## config.mk

```make
export PLATFORM = sky130hd
export DESIGN_NAME = data_ram_arbiter
export DESIGN_NICKNAME = d
export VERILOG_FILES = /design/src/rtl/ram_arb_pkg.sv /design/src/rtl/arb_wait_counter.sv /design/src/rtl/data_ram_arbiter.sv
export SDC_FILE = /design/constraint.sdc
export NUM_CORES = 1
export LEC_CHECK = 0
export ABC_AREA = 1
export BUFFER_PORTS_ARGS = -buffer_cell sky130_fd_sc_hd__buf_2
export CELL_PAD_IN_SITES_DETAIL_PLACEMENT = 2
export CELL_PAD_IN_SITES_GLOBAL_PLACEMENT = 2
export CORE_MARGIN = 4
export CORE_UTILIZATION = 23
export DETAILED_ROUTE_END_ITERATION = 16
export PLACE_DENSITY = 0.81
export SLEW_MARGIN = 20
export SYNTH_ARGS = -nofsm -noshare
export SYNTH_HDL_FRONTEND = slang
export SYNTH_SLANG_ARGS = --single-unit
```

## constraint.sdc

```tcl
create_clock -name clk -period 2.1 [get_ports clk]
set_input_delay 0.315 -clock clk [delete_from_list [all_inputs] [get_ports clk]]
set_output_delay 0.315 -clock clk [all_outputs]
set_load 0.02 [all_outputs]
```

## src/rtl/ram_arb_pkg.sv

```systemverilog
// ram_arb_pkg
//   Shared types for the data RAM arbiter.
//   arb_state_t : arbiter FSM states
//   arb_owner_t : which requester holds the RAM for the current access
package ram_arb_pkg;

   typedef enum logic [1:0] {
      IDLE   = 2'd0,
      CPU_RD = 2'd1,
      AUD_RD = 2'd2,
      RESP   = 2'd3
   } arb_state_t;

   typedef enum logic {
      OWN_CPU = 1'b0,
      OWN_AUD = 1'b1
   } arb_owner_t;

endpackage

```

## src/rtl/arb_wait_counter.sv

```systemverilog
// arb_wait_counter
//   Saturating counter that tracks how long the audio requester has waited.
//   clk    : system clock
//   rst    : synchronous active-high reset
//   inc    : count one more waiting cycle (ignored once saturated)
//   clr    : clear to zero, has priority over inc
//   count  : current count
//   at_max : count has reached MAX_WAIT
module arb_wait_counter
   import ram_arb_pkg::*;
#(
   parameter int MAX_WAIT = 4,
   parameter int CNT_W    = $clog2(MAX_WAIT + 1)
) (
   input  logic             clk,
   input  logic             rst,
   input  logic             inc,
   input  logic             clr,
   output logic [CNT_W-1:0] count,
   output logic             at_max
);

   logic [CNT_W-1:0] count_reg;

   assign at_max = (count_reg == CNT_W'(MAX_WAIT));
   assign count  = count_reg;

   always_ff @(posedge clk) begin
      if (rst) begin
         count_reg <= '0;
      end else if (clr) begin
         count_reg <= '0;
      end else if (inc && !at_max) begin
         count_reg <= count_reg + CNT_W'(1);
      end
   end

endmodule

```

## src/rtl/data_ram_arbiter.sv

```systemverilog
// data_ram_arbiter
//   Shares a single-port data RAM between the CPU MEM stage and the audio
//   sample streamer. CPU has priority; audio is force-granted once it has
//   waited MAX_WAIT cycles.
//   cpu_req/we/addr/wdata -> cpu_rdata, cpu_ready, cpu_stall : CPU port
//   aud_req/addr          -> aud_rdata, aud_valid            : audio read port
//   ram_addr/ram_data/ram_wren, ram_q                       : RAM port
//   Grant-cycle RAM signals are combinational from the requester inputs so the
//   address reaches the RAM in the same cycle the grant is decided.
module data_ram_arbiter
   import ram_arb_pkg::*;
#(
   parameter int ADDR_W   = 19,
   parameter int DATA_W   = 16,
   parameter int RD_LAT   = 1,
   parameter int MAX_WAIT = 4
) (
   input  logic              clk,
   input  logic              rst,
   input  logic              cpu_req,
   input  logic              cpu_we,
   input  logic [ADDR_W-1:0] cpu_addr,
   input  logic [DATA_W-1:0] cpu_wdata,
   output logic [DATA_W-1:0] cpu_rdata,
   output logic              cpu_ready,
   output logic              cpu_stall,
   input  logic              aud_req,
   input  logic [ADDR_W-1:0] aud_addr,
   output logic [DATA_W-1:0] aud_rdata,
   output logic              aud_valid,
   output logic [ADDR_W-1:0] ram_addr,
   output logic [DATA_W-1:0] ram_data,
   output logic              ram_wren,
   input  logic [DATA_W-1:0] ram_q
);

   localparam int LAT_W = $clog2(RD_LAT + 1);
   localparam int CNT_W = $clog2(MAX_WAIT + 1);

   arb_state_t        state_reg, state_next;
   arb_owner_t        owner_reg, owner_next;
   logic [ADDR_W-1:0] addr_reg, addr_next;
   logic [LAT_W-1:0]  lat_cnt_reg, lat_cnt_next;
   logic [DATA_W-1:0] cpu_rdata_reg, aud_rdata_reg;
   logic [CNT_W-1:0]  wait_cnt;
   logic              wait_at_max;
   logic              grant_aud, grant_cpu, aud_busy, capture;

   // Grants are suppressed while rst is high so nothing (notably a write)
   // reaches the RAM during the reset cycle.
   assign grant_aud = (state_reg == IDLE) && !rst && aud_req && (wait_at_max || !cpu_req);
   assign grant_cpu = (state_reg == IDLE) && !rst && cpu_req && !grant_aud;

   // Audio is "in service" through its read and its completion cycle, so the
   // still-held request does not count as waiting.
   assign aud_busy = (state_reg == AUD_RD) || (state_reg == RESP && owner_reg == OWN_AUD);

   arb_wait_counter #(
      .MAX_WAIT (MAX_WAIT),
      .CNT_W    (CNT_W)
   ) u_wait (
      .clk    (clk),
      .rst    (rst),
      .inc    (aud_req && !grant_aud && !aud_busy),
      .clr    (grant_aud),
      .count  (wait_cnt),
      .at_max (wait_at_max)
   );

   always_comb begin
      state_next   = state_reg;
      owner_next   = owner_reg;
      addr_next    = addr_reg;
      lat_cnt_next = lat_cnt_reg;
      ram_addr     = '0;
      ram_data     = '0;
      ram_wren     = 1'b0;
      capture      = 1'b0;
      case (state_reg)
         IDLE: begin
            if (grant_aud) begin
               ram_addr     = aud_addr;
               addr_next    = aud_addr;
               owner_next   = OWN_AUD;
               lat_cnt_next = LAT_W'(RD_LAT);
               state_next   = AUD_RD;
            end else if (grant_cpu) begin
               ram_addr   = cpu_addr;
               addr_next  = cpu_addr;
               owner_next = OWN_CPU;
               if (cpu_we) begin
                  ram_wren   = 1'b1;
                  ram_data   = cpu_wdata;
                  state_next = RESP;
               end else begin
                  lat_cnt_next = LAT_W'(RD_LAT);
                  state_next   = CPU_RD;
               end
            end
         end
         CPU_RD, AUD_RD: begin
            ram_addr = addr_reg;
            // Last latency cycle: ram_q now reflects the address issued at grant.
            if (lat_cnt_reg == LAT_W'(1)) begin
               lat_cnt_next = '0;
               capture      = 1'b1;
               state_next   = RESP;
            end else begin
               lat_cnt_next = lat_cnt_reg - LAT_W'(1);
            end
         end
         RESP: begin
            state_next = IDLE;
         end
         default: begin
            state_next = IDLE;
         end
      endcase
   end

   always_ff @(posedge clk) begin
      if (rst) begin
         state_reg     <= IDLE;
         owner_reg     <= OWN_CPU;
         addr_reg      <= '0;
         lat_cnt_reg   <= '0;
         cpu_rdata_reg <= '0;
         aud_rdata_reg <= '0;
      end else begin
         state_reg   <= state_next;
         owner_reg   <= owner_next;
         addr_reg    <= addr_next;
         lat_cnt_reg <= lat_cnt_next;
         if (capture && state_reg == CPU_RD) begin
            cpu_rdata_reg <= ram_q;
         end
         if (capture && state_reg == AUD_RD) begin
            aud_rdata_reg <= ram_q;
         end
      end
   end

   assign cpu_ready = (state_reg == RESP) && (owner_reg == OWN_CPU);
   assign aud_valid = (state_reg == RESP) && (owner_reg == OWN_AUD);
   assign cpu_stall = cpu_req && !cpu_ready;
   assign cpu_rdata = cpu_rdata_reg;
   assign aud_rdata = aud_rdata_reg;

endmodule

```

======== Yosys cells after proc, flatten, opt, wreduce, memory -nomap -nowiden ========
Index checks and enable logic that the tools add are counted.
word-level totals
  register bits after elaboration ......... 58
  input port bits ......................... 75
  output and inout bits ................... 71
  logic and storage cells ................. 73
cells by class
  add/subtract/negate cells ............... 2
  equality and inequality tests ........... 7
  muxes and demuxes ....................... 27
  bitwise gates (word level) .............. 1
  reductions and logical operators ........ 29
operators by type and width
  kind                 number
  $mux 19              4
  $mux 16              4
  $pmux 19 s2          1
  $logic_and 1x1->1    13
  $mux 1               12
  $mux 2               4
  $logic_not 1->1      6
  $ne 3x3->1 const B   2
  $pmux 2 s3           1
  $eq 2x2->1 const B   2
  $reduce_and 2->1     2
  $reduce_bool 2->1    2
  $reduce_or 2->1      2
  $add 3x1->3 const B  1
  $eq 3x3->1 const B   1
  $reduce_and 3->1     1
  $eq 2x1->1 const B   1
  $logic_not 2->1      1
  $logic_or 1x1->1     2
  $ne 2x2->1 const B   1
  $pmux 1 s2           1
  $not 1->1            1
  $sub 1x1->1 const B  1

======== Logic depth before layout (Yosys ltp) ========
  word-level depth ........................ 9
  gate-level depth with buffers ........... 11
  gate-level depth less buffers ........... 10

======== By module ========
From an unflattened synthesis, not the netlist that was laid out.
unflattened totals
  cells, all modules ...................... 442
  area, all modules ....................... 2886.5 µm²
modules (own cells, without submodules)
  module            times used  cells an instance  area each (µm²)
  data_ram_arbiter  1           415                2711.4
  arb_wait_counter  1           27                 175.2

======== Worst setup path after synthesis ========
Ideal clock, no wire load.
  kind .................................... register -> output
  from .................................... register state_reg[0]
  to ...................................... output ram_data[10]
  arrival time ............................ 1595 ps
  setup slack ............................. 190 ps
  stages on the path, launching flop included .. 11
  path buffers ............................ 1
  cells stage by stage .................... dfxtp_1 inv_1 ha_1 inv_2 nor2_4 nand3_4 inv_4 nor2_2 nand2_4 buf_4 nor2_1
on the way
  longest elaborated chain between the ends .. 9
  elaborated cells between the ends (all ways) .. 10
RTL lines
  what                             line                                                                    text
  from (decl)                      data_ram_arbiter.sv:40                                                  arb_state_t state_reg, state_next;
  from (signal assigned)           data_ram_arbiter.sv:130                                                 state_reg <= state_next;
  $logic_not 2->1 *                data_ram_arbiter.sv:51, data_ram_arbiter.sv:52, data_ram_arbiter.sv:79
  $logic_and 1x1->1                data_ram_arbiter.sv:51, data_ram_arbiter.sv:52
  $logic_and 1x1->1 (2 in series)  data_ram_arbiter.sv:51                                                  assign grant_aud = (state_reg == IDLE) && !rst && aud_req && (wait_at_max || !cpu_req);
  $logic_not 1->1                  data_ram_arbiter.sv:52                                                  assign grant_cpu = (state_reg == IDLE) && !rst && cpu_req && !grant_aud;
  $logic_and 1x1->1                data_ram_arbiter.sv:52
  $mux 16                          data_ram_arbiter.sv:87                                                  end else if (grant_cpu) begin
  $mux 16                          data_ram_arbiter.sv:81                                                  if (grant_aud) begin
  $mux 16 *                        data_ram_arbiter.sv:79                                                  case (state_reg)
  to (decl)                        data_ram_arbiter.sv:32                                                  output logic [DATA_W-1:0] ram_data,
Every way passes the cells marked *; elsewhere a longest branch is shown, timed or not.

======== Worst setup path after layout ========
Ends and elaborated chain as after synthesis.

==> flow_metrics.env <==
export IMPL_synth_area_leaders="dfxtp_1 38%, nand2_1 14%, nand3_1 12%"
export IMPL_crit_arrival_ps=1890
export IMPL_tritoncts="built"
export IMPL_io_pin_count=146
export IMPL_gp_congestion=0.740
export IMPL_violations="negative setup slack"
export IMPL_std_cell_rows=42
export IMPL_grt_total_usage_pct=17.8
export IMPL_finalSetupViolCount=36
export IMPL_dr_pass1_iters=4
export IMPL_ys_flop_type="dfxtp_1"
export IMPL_synth_area_um2=3090
export IMPL_vias=3826
export IMPL_n_antenna_cell=0
export IMPL_synth_top_area_share_pct=37.5
export IMPL_route_detailed_drc=0
export IMPL_p_switching_mw=1.95
export IMPL_core_area_um2=13200
export IMPL_fin_crit_sh_pct=105
export IMPL_min_period_ps=2210
export IMPL_ir_drop_uv=500
export IMPL_fillers=1536
export IMPL_cts_buffers=9
export IMPL_die_x_um=124
export IMPL_area_growth_pct=70.6
export IMPL_cts_htree_levels=3
export IMPL_drive_above_1_share_pct=47.2
export IMPL_internal_power_mw=3.14
export IMPL_path_cells="inv_4 > ha_4 > buf_4 > nand3_4 > nor2_4 > nand2_4 > nor2_4 > buf_6"
export IMPL_die_h_um=124
export IMPL_clkTransAtPathRegs_ps=60
export IMPL_wire_per_inst_um=18.5
export IMPL_cts_hold_fix_buffers=0
export IMPL_p_leak_nw=2.89
export IMPL_die_area_um2=15400
export IMPL_setup_tns_ps=-2210
export IMPL_hpwl_mm=9.46
export IMPL_synth_async_reset_ratio_pct=0
export IMPL_dp_cells=788
export IMPL_preCtsSetupSlack_ps=-39.5
export IMPL_maxCapViolCount=0
export IMPL_slew_viol_final=0
export IMPL_grt_first_pass_wirelength_mm=21.3
export IMPL_powerDensity_nw_per_um2=965
export IMPL_first_iter_violations=97
export IMPL_yosysTopAreaCell="dfxtp_1"
export IMPL_clockRootBuffer="clkbuf_16"
export IMPL_nets=731
export IMPL_finalPower_mw=5.09
export IMPL_routed_wl_mm=15.4
export IMPL_slew_limit_headroom_pct=59.9
export IMPL_vias_per_cell=4.61
export IMPL_swShare_pct=38.3
export IMPL_p_seq_share_pct=26.2
export IMPL_comb_power_share_pct=43.1
export IMPL_rsz0062_at_grt="yes"
export IMPL_cpPeakStageDelay_ps=360
export IMPL_initial_core_util_pct=23.4
export IMPL_status="finished, violations left"
export IMPL_worst_ep_required_time_ps=1780
export IMPL_fin_skew_ps=6.54
export IMPL_drtAntennaViolNets=0
export IMPL_setup_slack_ps=-108
export IMPL_crit_type="reg2out"
export IMPL_synth_seq_cells=58
export IMPL_grt_pass1_vias=4096
export IMPL_tightest_slew_ps=600
export IMPL_instances_no_fill=830
export IMPL_fmax_mhz=453
export IMPL_pwr_share_clk_pct=30.8
export IMPL_yosys_cell_types_count=23
export IMPL_yosysSeqAreaShare_pct=37.5
export IMPL_antenna_found_initial=1
export IMPL_overflow=0
export IMPL_cp_end_kind="primary output"
export IMPL_final_hold_viol_count=0
export IMPL_grt_max_degree=41
export IMPL_syn_avg_cell_area_um2=6.48
export IMPL_hp_class="in2reg"
export IMPL_cp_max_fo=5
export IMPL_yosysMostFrequentCell="nand2_1"
export IMPL_io_buffers=145
export IMPL_synth_commonest_cells="116 x nand2_1, 75 x nand3_1, 66 x inv_1"
export IMPL_ys_warn_count=0
export IMPL_cp_slowest_cell="dfxtp_4"
export IMPL_syn_nets=559
export IMPL_clock_sinks=58
export IMPL_synthCells=477
export IMPL_clock_latency_ps=320
export IMPL_largest_reg_flops=19
export IMPL_cp_common_cell="nor2_4"
export IMPL_cts_buffer_depth=2
export IMPL_startpoint_type="flop"
export IMPL_synth_edf_count=0
path summary, 6_finish.rpt:
| kind | from | endpoint | slack (ps) | depth (start not counted) |
|---|---|---|---|---|
| max | state_reg[0] | ram_data[10] | -110 | 8 |
| min | ram_q[15] | aud_rdata[15] | 270 | 3 |
| max reg2reg | state_reg[0] | addr_reg[5] | 320 | 12 |
| min reg2reg | cpu_rdata[7] | cpu_rdata[7] | 460 | 2 |
power by group through the flow:
stage / Sequential, mW / Clock, mW / Combinational [mW]
after floorplan: 1.38 / 0 / 0.975
after global placement: 1.32 / 0 / 1.55
after detailed placement: 1.34 / 0 / 1.62
after CTS: 1.33 / 1.59 / 1.92
after global routing: 1.35 / 1.66 / 2.41
final: 1.33 / 1.57 / 2.19
area by class of cell:
class                      count  area, um2  area share (%)
timing repair inverter         1       11.3           0.213
tap                          176        220            4.17
clock buffer                  15        288            5.45
timing repair buffer         182       1290            24.5
inverter                      72        308            5.83
clock inverter                 1       30.0           0.569
sequential                    58       1170            22.2
multi-input combinational    325       1960            37.1
cells by family (layout without fill, tap and decap cells):
| family | after synthesis | count (layout) | synth area share, % |
|---|---|---|---|
| buf+inv | 96 | 271 | 13.2 |
| fa+ha+maj | 7 | 7 | 2.83 |
| simple gates | 276 | 278 | 39.6 |
| compound gates | 39 | 39 | 6.47 |
| flops | 58 | 58 | 37.5 |
| xor+xnor | 1 | 1 | 0.283 |
through the flow:
stage          utilization [%]  hold WS [ps]  area, um2
2_1_floorplan                -           454       3090
6_report                  40.0           265       5280
4_1_cts                   37.0           261       4880
3_3_place_gp              30.5           446       4020
5_1_grt                   40.0           274       5280
3_5_place_dp              30.5           457       4020
critical path, delay by kind of cell (launching register included):
kind | cells | cell delay, ps
buffers and inverters | 3 | 320
and+or+nand+nor | 4 | 750
DFF | 1 | 360
adders and majority gates | 1 | 140
timing repair:
action                     CTS  global route
pin swaps                    7            17
gates resized for setup    120            80
setup endpoints to repair   36            37
buffers inserted            10            14
cloned                       3             1
hold endpoints to repair     0             0
metal layers:
metal	vias up	track usage [%]	wire length, um
met4	2	3.22	257
met5	-	0	13
met1	1853	19.4	5670
li1	1819	-	-
met3	25	4.77	1020
met2	127	34.3	8410
cells in the final DEF (no fill, tap or decap), types with 16 or more instances in the layout:
master and n:
a21oi_1 20, buf_2 109, buf_4 33, buf_6 34, dfxtp_1 54, inv_1 51, nand2_1 106, nand2_2 16
nand3_1 43, nand3_2 30, nor2_1 43, o21ai_0 17
Note: power is estimated with default switching activity, not from simulation.
